==> src/rtl/instr_fetch_pkg.sv <==
// Shared definitions for the instruction fetch sequencer: FSM state
// encoding and the program counter step between sequential fetches.
package instr_fetch_pkg;

  typedef enum logic [2:0] {
    ST_IDLE  = 3'd0,
    ST_REQ   = 3'd1,
    ST_WAIT  = 3'd2,
    ST_FULL  = 3'd3,
    ST_DRAIN = 3'd4
  } fetch_state_t;

  // Byte distance between consecutive instruction words.
  localparam int unsigned PC_INC = 4;

endpackage

==> src/rtl/instr_fetch_seq.sv <==
// Instruction fetch sequencer: issues one memory request at a time,
// writes each returned word into a circular instruction buffer slot and
// tracks how many buffered words the downstream stage has not consumed.
// A redirect flushes the buffer and restarts fetching at a new pc; a
// response that is still in flight at that point is drained and dropped.
module instr_fetch_seq
  import instr_fetch_pkg::*;
#(
  parameter  int INSTR_WORD_SIZE = 32,
  parameter  int BS              = 16,
  parameter  int ADDR_W          = 32,
  localparam int PTR_W           = (BS > 1) ? $clog2(BS) : 1,
  localparam int OCC_W           = PTR_W + 1
) (
  input  logic                       clk,
  input  logic                       rst_n,
  input  logic                       fetch_en,
  input  logic                       redirect_valid,
  input  logic [ADDR_W-1:0]          redirect_pc,
  input  logic                       instr_consume,
  output logic                       mem_req,
  output logic [ADDR_W-1:0]          mem_addr,
  input  logic                       mem_gnt,
  input  logic                       mem_rvalid,
  input  logic [INSTR_WORD_SIZE-1:0] mem_rdata,
  output logic [INSTR_WORD_SIZE-1:0] buf_instr,
  output logic [PTR_W-1:0]           buf_index,
  output logic                       buf_wr_pulse,
  output logic [OCC_W-1:0]           occupancy,
  output logic                       full
);

  fetch_state_t        state;
  fetch_state_t        state_next;
  logic [ADDR_W-1:0]   pc;
  logic [PTR_W-1:0]    wr_ptr;
  logic [OCC_W-1:0]    occ_next;
  logic                capture;
  logic                consume_ok;
  logic                drain_needed;

  assign mem_req  = (state == ST_REQ);
  assign mem_addr = pc;
  assign full     = (occupancy == OCC_W'(BS));

  // A redirect cancels any capture or consume in the same cycle; a consume
  // against an empty buffer is meaningless and is dropped.
  assign capture    = (state == ST_WAIT) && mem_rvalid && !redirect_valid;
  assign consume_ok = instr_consume && (occupancy != '0) && !redirect_valid;

  // A response is still owed by memory if we were waiting for it, were just
  // granted, or were already draining one, and it did not arrive this cycle.
  assign drain_needed = ((state == ST_WAIT)  && !mem_rvalid) ||
                        ((state == ST_REQ)   && mem_gnt)     ||
                        ((state == ST_DRAIN) && !mem_rvalid);

  // Occupancy after this cycle's capture and consume; both together cancel.
  always_comb begin
    occ_next = occupancy;
    if (capture && !consume_ok) begin
      occ_next = occupancy + OCC_W'(1);
    end else if (!capture && consume_ok) begin
      occ_next = occupancy - OCC_W'(1);
    end
  end

  // Next-state logic; a redirect takes priority over every other event.
  always_comb begin
    state_next = state;
    if (redirect_valid) begin
      if (drain_needed) begin
        state_next = ST_DRAIN;
      end else begin
        state_next = fetch_en ? ST_REQ : ST_IDLE;
      end
    end else begin
      case (state)
        ST_IDLE: begin
          if (fetch_en && !full) begin
            state_next = ST_REQ;
          end
        end
        ST_REQ: begin
          if (mem_gnt) begin
            state_next = ST_WAIT;
          end
        end
        ST_WAIT: begin
          if (mem_rvalid) begin
            if (occ_next == OCC_W'(BS)) begin
              state_next = ST_FULL;
            end else begin
              state_next = fetch_en ? ST_REQ : ST_IDLE;
            end
          end
        end
        ST_FULL: begin
          if (!full) begin
            state_next = fetch_en ? ST_REQ : ST_IDLE;
          end
        end
        ST_DRAIN: begin
          if (mem_rvalid) begin
            state_next = fetch_en ? ST_REQ : ST_IDLE;
          end
        end
        default: state_next = ST_IDLE;
      endcase
    end
  end

  // State register.
  always_ff @(posedge clk or negedge rst_n) begin
    if (!rst_n) begin
      state <= ST_IDLE;
    end else begin
      state <= state_next;
    end
  end

  // Pc, write pointer, occupancy and the registered buffer write port.
  always_ff @(posedge clk or negedge rst_n) begin
    if (!rst_n) begin
      pc           <= '0;
      wr_ptr       <= '0;
      occupancy    <= '0;
      buf_instr    <= '0;
      buf_index    <= '0;
      buf_wr_pulse <= 1'b0;
    end else begin
      buf_wr_pulse <= capture;
      if (redirect_valid) begin
        pc        <= redirect_pc;
        wr_ptr    <= '0;
        occupancy <= '0;
      end else begin
        occupancy <= occ_next;
        if (capture) begin
          buf_instr <= mem_rdata;
          buf_index <= wr_ptr;
          wr_ptr    <= wr_ptr + PTR_W'(1);
          pc        <= pc + ADDR_W'(PC_INC);
        end
      end
    end
  end

endmodule

==> config.mk <==
export PLATFORM = sky130hd
export DESIGN_NAME = instr_fetch_seq
export DESIGN_NICKNAME = d
export VERILOG_FILES = /design/src/rtl/instr_fetch_pkg.sv /design/src/rtl/instr_fetch_seq.sv
export SDC_FILE = /design/constraint.sdc
export NUM_CORES = 1
export LEC_CHECK = 0
export CAP_MARGIN = 10
export CORE_ASPECT_RATIO = 0.9
export CORE_UTILIZATION = 62
export DETAILED_ROUTE_END_ITERATION = 7
export DONT_BUFFER_PORTS = 1
export PLACE_DENSITY_LB_ADDON = 0.2
export SLEW_MARGIN = 30
export SYNTH_ARGS = -nofsm -noshare
export SYNTH_HDL_FRONTEND = slang
export SYNTH_SLANG_ARGS = --single-unit
export TNS_END_PERCENT = 10
==> constraint.sdc <==
create_clock -name clk -period 2.6 [get_ports clk]
set_input_delay 0.52 -clock clk [delete_from_list [all_inputs] [get_ports clk]]
set_output_delay 0.52 -clock clk [all_outputs]
set_load 0.03 [all_outputs]
[Word level (Yosys, flattened, before mapping)]
Cells that the tools add are included.
Storage, ports and cells
  register bits after elaboration: 81
  bits in latches: 0
  RAM bits: 0
  memory bits (read-only): 0
  bits of input ports: 71
  output and inout port bits: 76
  memories kept: 0
Operators by class
  $add $sub $neg: 4
  $mul: 0
  div/mod/pow operators: 0
  $lt $le $gt $ge: 0
  equality and inequality tests: 11
  shift operators: 0
  muxes and demuxes: 17
  bitwise operators: 1
  reductions and logical operators: 22
Operators by type and width (count)
  2-to-1 mux 32 bit: 2
  adder 32 x 3 -> 32 bit (second input constant): 1
  2-to-1 mux 3 bit: 7
  2-to-1 mux 5 bit: 3
  case mux 3 bit (5 select lines): 1
  != test 3 bit (second input constant): 4
  equality test 5 bit (second input constant): 2
  logical AND 1 bit: 10
  2-to-1 mux 4 bit: 2
  equality test 3 x 2 -> 1 bit (second input constant): 2
  adder 5 x 1 -> 5 bit (second input constant): 1
  zero test 1 bit: 5
  AND reduction 5 bit: 1
  nonzero test 5 bit: 1
  subtractor 5 x 1 -> 5 bit (second input constant): 1
  adder 4 x 1 -> 4 bit (second input constant): 1
  equality test 3 x 1 -> 1 bit (second input constant): 1
  equality test 3 bit (second input constant): 1
  zero test 3 bit: 1
  != test 3 x 2 -> 1 bit (second input constant): 1
  logical OR 1 bit: 2
  2-to-1 mux 2 bit: 1
  AND reduction 2 bit: 1
  nonzero test 2 bit: 1
  other kinds (2): 2

[Depth between registers and ports, before layout]
  word-level depth: 12
  mapped depth: 8
  mapped depth without buffers: 7

[Worst setup path before layout]
OpenSTA, ideal clock, no wires.
  path kind: reg2reg
  start: register state[1]
  end: register state[0]
  arrival: 2136 ps
  required time: 2480 ps
  setup slack: 344 ps
  stages on the path, launching flop included: 7
  path buffers: 1
  period minus slack after synthesis: 2256 ps
  cells stage by stage: dfrtp_1 > buf_2 > nor3b_1 > a221oi_1 > a21oi_1 > o31ai_1 > a31o_2
Between the ends
  elaborated cells on any way between the ends: 29
RTL lines
  start, declared: RTL line instr_fetch_seq.sv:33  | fetch_state_t state;
  start signal, assigned: RTL line instr_fetch_seq.sv:117  | state <= state_next;
  equality test 3 x 1 -> 1 bit (*)
  via mem_req: RTL line instr_fetch_seq.sv:21  | output logic mem_req,
  logical AND 1 bit: RTL line instr_fetch_seq.sv:54  | ((state == ST_REQ) && mem_gnt) ||
  logical OR 1 bit: RTL line instr_fetch_seq.sv:53  | assign drain_needed = ((state == ST_WAIT) && !mem_rvalid) ||
  logical OR 1 bit: RTL line instr_fetch_seq.sv:54
  2-to-1 mux 3 bit: RTL line instr_fetch_seq.sv:71  | if (drain_needed) begin
  2-to-1 mux 3 bit: RTL line instr_fetch_seq.sv:70  | if (redirect_valid) begin
Mark *: on every way through the listed nets, which the timed path passes. The rest lies on a longest branch. The select of a mux whose other input is x is not followed.
A chain may end at the register's enable or synchronous reset.

[Final worst setup path]
  start: register state[2]
  end: register pc[21], in the netlist mem_addr[21]
Between the ends
  longest elaborated chain between the ends: 4
RTL lines
  equality test 3 x 2 -> 1 bit: RTL line instr_fetch_seq.sv:48  | assign capture = (state == ST_WAIT) && mem_rvalid && !redirect_valid;
  logical AND 1 bit (2 in a row): RTL line instr_fetch_seq.sv:48
  nonzero test 2 bit (no source line)
  end signal, assigned: RTL line instr_fetch_seq.sv:133  | pc <= redirect_pc;
  end signal, assigned: RTL line instr_fetch_seq.sv:142  | pc <= pc + ADDR_W'(PC_INC);
  end, declared: RTL line instr_fetch_seq.sv:35  | logic [ADDR_W-1:0] pc;
No other way between the ends.

==> impl_summary.txt <==
----------------------------------------------------
[Placed design]
  HPWL after DPL ... between 5 and 6 mm
  Input/output buffers ... 0
  Global placer's final weighted congestion ... 0.882

[Die]
  Starting Density ... 64.9%
  Core ar. ... between 0.006 and 0.007 mm²
  Full die area ... 0.00684 mm²
  Width of the die ... 87.0 µm
  Boundary Pins ... 147
  Std cell rows ... 27
  Overall die height ... 78.5 µm

[STA]
  Max-slew headroom ... 61.9%
  Maximum clock frequency ... between 400 and 500 MHz
  Share of the cycle needed by the critical path after routing ... 82.6%
  Tmin final ... 2.15 ns
  Total negative slack ... 0 ns
  Number of failing hold endpoints at the final stage ... 0
  Number of endpoints failing setup at the final stage ... 0
  Worst slew pin tran ... 0.569 ns
  Fin. max-slew vios ... 0
  Unrepaired setup endpoints after global routing ... no
  Final setup skew ... 0.00645 ns

[Route]
  DR iter-0 viols ... between 100 and 150
  Wire length per cell after detailed routing ... 16.8 µm
  DR vias ... 2,800
  Post-detailed-route DRC marker count ... 0
  Wire length reported by the detailed router ... around 7.9 mm
  Vias per cell ... between 5 and 6
  Pre-antenna DRT Iters ... 4
  Remaining antenna violation count ... 0

[Critical path]
  CP startpoint kind ... flop
  Internal reg-to-reg setup slack ... around 0.45 ns
  Dominant delay contributor by cell family on the critical path ... simple AND/OR/NAND/NOR gates
  Crit path capture type ... flop
  Cell with the largest stage delay on the worst path ... dfrtp_1
  Kind of critical path ... reg -> reg
  Startpoint of the worst register-to-register path ... state[2]
  Worst Path Max Fanout ... 13
  Biggest cell delay along the critical path ... about 0.5 ns
  Critical path arrival ... 2.38 ns
  Capture point of the worst reg-to-reg path ... mem_addr[21]
  Number of cells traversed by the worst register-to-register path ... 6
  Sequence of cells on the critical path ... nand4bb_4 > nor4_1 > buf_4 > nand4_1 > xnor2_1 > mux2_2
  Count of buffer and inverter cells on the critical path ... 1
  WP data required ... 2.83 ns

[Global route]
  Via count of the first global-routing pass ... 2,713
  GR Overflow Total ... 0
  Number of antenna violations at the first check in global routing ... 0
  Overall fraction of global-route tracks in use ... roughly a quarter
  Global-route wire length before repair ... 12.7 mm
  Maximum number of pins on one net before global-route repair ... 82

[Synthesis]
  Cells taking the most area after synthesis ... dfrtp_1, mux2_2, xor2_1, nand2_1, o21ai_0
  Synthesized Nets ... between 400 and 500
  Leading area contributor after synthesis ... dfrtp_1
  Mean cell area of the mapped netlist ... 10.8 µm²
  Combined area of all synthesized cells ... 0.00404 mm²
  Most frequent cells after synthesis ... dfrtp_1, nand2_1, mux2_2
  Netlist cell types ... 50
  Count of state elements after synthesis ... a little over 80
  Part of the Yosys area used for sequential elements ... 50.2%
  Most used flip-flop cell after synthesis ... dfrtp_1
  FFs w/ async S/R, synth ... 100%
  Cells after Synth ... 373
  EDFF count, synth ... 0
  Fraction of synthesized cell area taken by the top area cell type ... 50.2%
  Most common cell in the netlist ... dfrtp_1
  Total of warnings raised by yosys ... 0

[Clock tree]
  Number of buffers between clock root and the deepest sink ... 2
  Register clock-pin slew on the reported worst setup and hold paths ... about 0.08 ns
  Worst-skew pair later-pin latency ... approximately 0.34 ns
  Clock buffers created by TritonCTS ... 9
  Root buffer cell ... clkbuf_8
  Buffers inserted during post-CTS setup optimization ... 0
  TritonCTS clock tree ... done
  Clock sink count ... 81
  Number of levels in the clock H-tree ... 3

[Layout]
  Final core utilization ... 71.5%
  Area occupied by multi-input gates ... between 0.0015 and 0.002 mm²
  Filler cell count ... 449
  Fin nets ... ~460
  Area taken by flip-flops and latches ... 0.00203 mm²
  Proportion of layout cells with a drive suffix above 1 ... 21.8%
  Inserted Diodes ... 0
  Layout Area Growth over Synthesis ... 10.2%

[Power and ir drop]
  Power density relative to cell area ... approximately 1000 mW/mm²
  Overall power ... 4.44 mW
  Peak supply drop ... 0.000445 V
  Reported leakage power ... 1.90 nW

[Status]
  Run status ... complete, no violations

[Hold path]
  Class of the tightest hold or removal check ... in -> async

[Run]
  Max-cap violation count ... 0

----------------------------------------------------
-- layer usage --
layer	global-route usage (%)	wire length (µm)	vias to the layer above
li1	-	-	1330
met1	29.5	3440	1339
met2	38.2	3650	119
met3	8.94	698	12
met4	9.17	130	0
met5	0	0	-
-- cells by family after synthesis --
kind of cell / share of synthesized area, %
AOI/OAI and AO/OA: 7.75
xor gates and xnor gates: 7.60
adders and majority gates: 1.24
buffers and inverters: 3.26
DFF: 50.2
muxes: 12.4
and+or+nand+nor: 17.5
-- how the worst max path moves through the flow --
stage | from | endpoint | slack (ns) | cells past startpoint
after global placement | occupancy[1] | state[1] | 0.58 | 7
after CTS | state[2] | mem_addr[21] | 0.47 | 6
after global routing | state[1] | mem_addr[21] | 0.29 | 6
after floorplan | state[1] | state[0] | 0.34 | 6
final | state[2] | mem_addr[21] | 0.45 | 6
after detailed placement | occupancy[1] | state[1] | 0.50 | 7
-- power breakdown --
part / switching (mW) / leakage (nW) / total [mW] / internal (mW)
Clock: 0.445 / 0.120 / 1.08 / 0.639
Sequential: 0.859 / 1.04 / 2.44 / 1.58
Combinational: 0.444 / 0.745 / 0.911 / 0.467
Total: 1.75 / 1.90 / 4.44 / 2.69
-- through the flow --
step / std cells / cell area (µm²) / hold slack, ns / setup WS [ns]
after floorplan: 373 / 4040 / 0.224 / 0.344
final: 472 / 4450 / 0.0684 / 0.452
after CTS: 472 / 4450 / 0.0798 / 0.470
after global routing: 472 / 4450 / 0.0803 / 0.287
after global placement: 456 / 4180 / 0.226 / 0.579
after detailed placement: 456 / 4180 / 0.226 / 0.503
-- cells in the final DEF, fill, tap and decap left out, types with 9 or more instances in the layout --
master / n
buf_4: 14
clkbuf_8: 9
dfrtp_1: 81
mux2_2: 41
nand2_1: 46
nand3_1: 16
nand4_1: 14
nor2_1: 17
o21ai_0: 28
xnor2_1: 14
xor2_1: 21
-- sequential cells by signal, indices dropped and copies added, names as in the netlist --
| register | cells |
|---|---|
| state | 3 |
| buf_instr | 32 |
| mem_addr | 32 |
| wr_ptr | 4 |
| occupancy | 5 |
| buf_wr_pulse | 1 |
| buf_index | 4 |
-- layout make-up --
class	instances	share of cell area, %
Clock buffer	9	2.79
Clock inverter	6	2.62
Inverter	9	0.760
Multi-Input combinational cell	264	42.4
Sequential cell	81	45.6
Tap cell	87	2.45
Timing Repair Buffer	16	3.43
-- repair_timing --
| item | CTS | global route |
|---|---|---|
| resized for setup | 0 | 0 |
| hold buffers | 1 | 0 |
| endpoints found under the hold margin | 81 | 0 |
(Power assumes the default switching activity.)
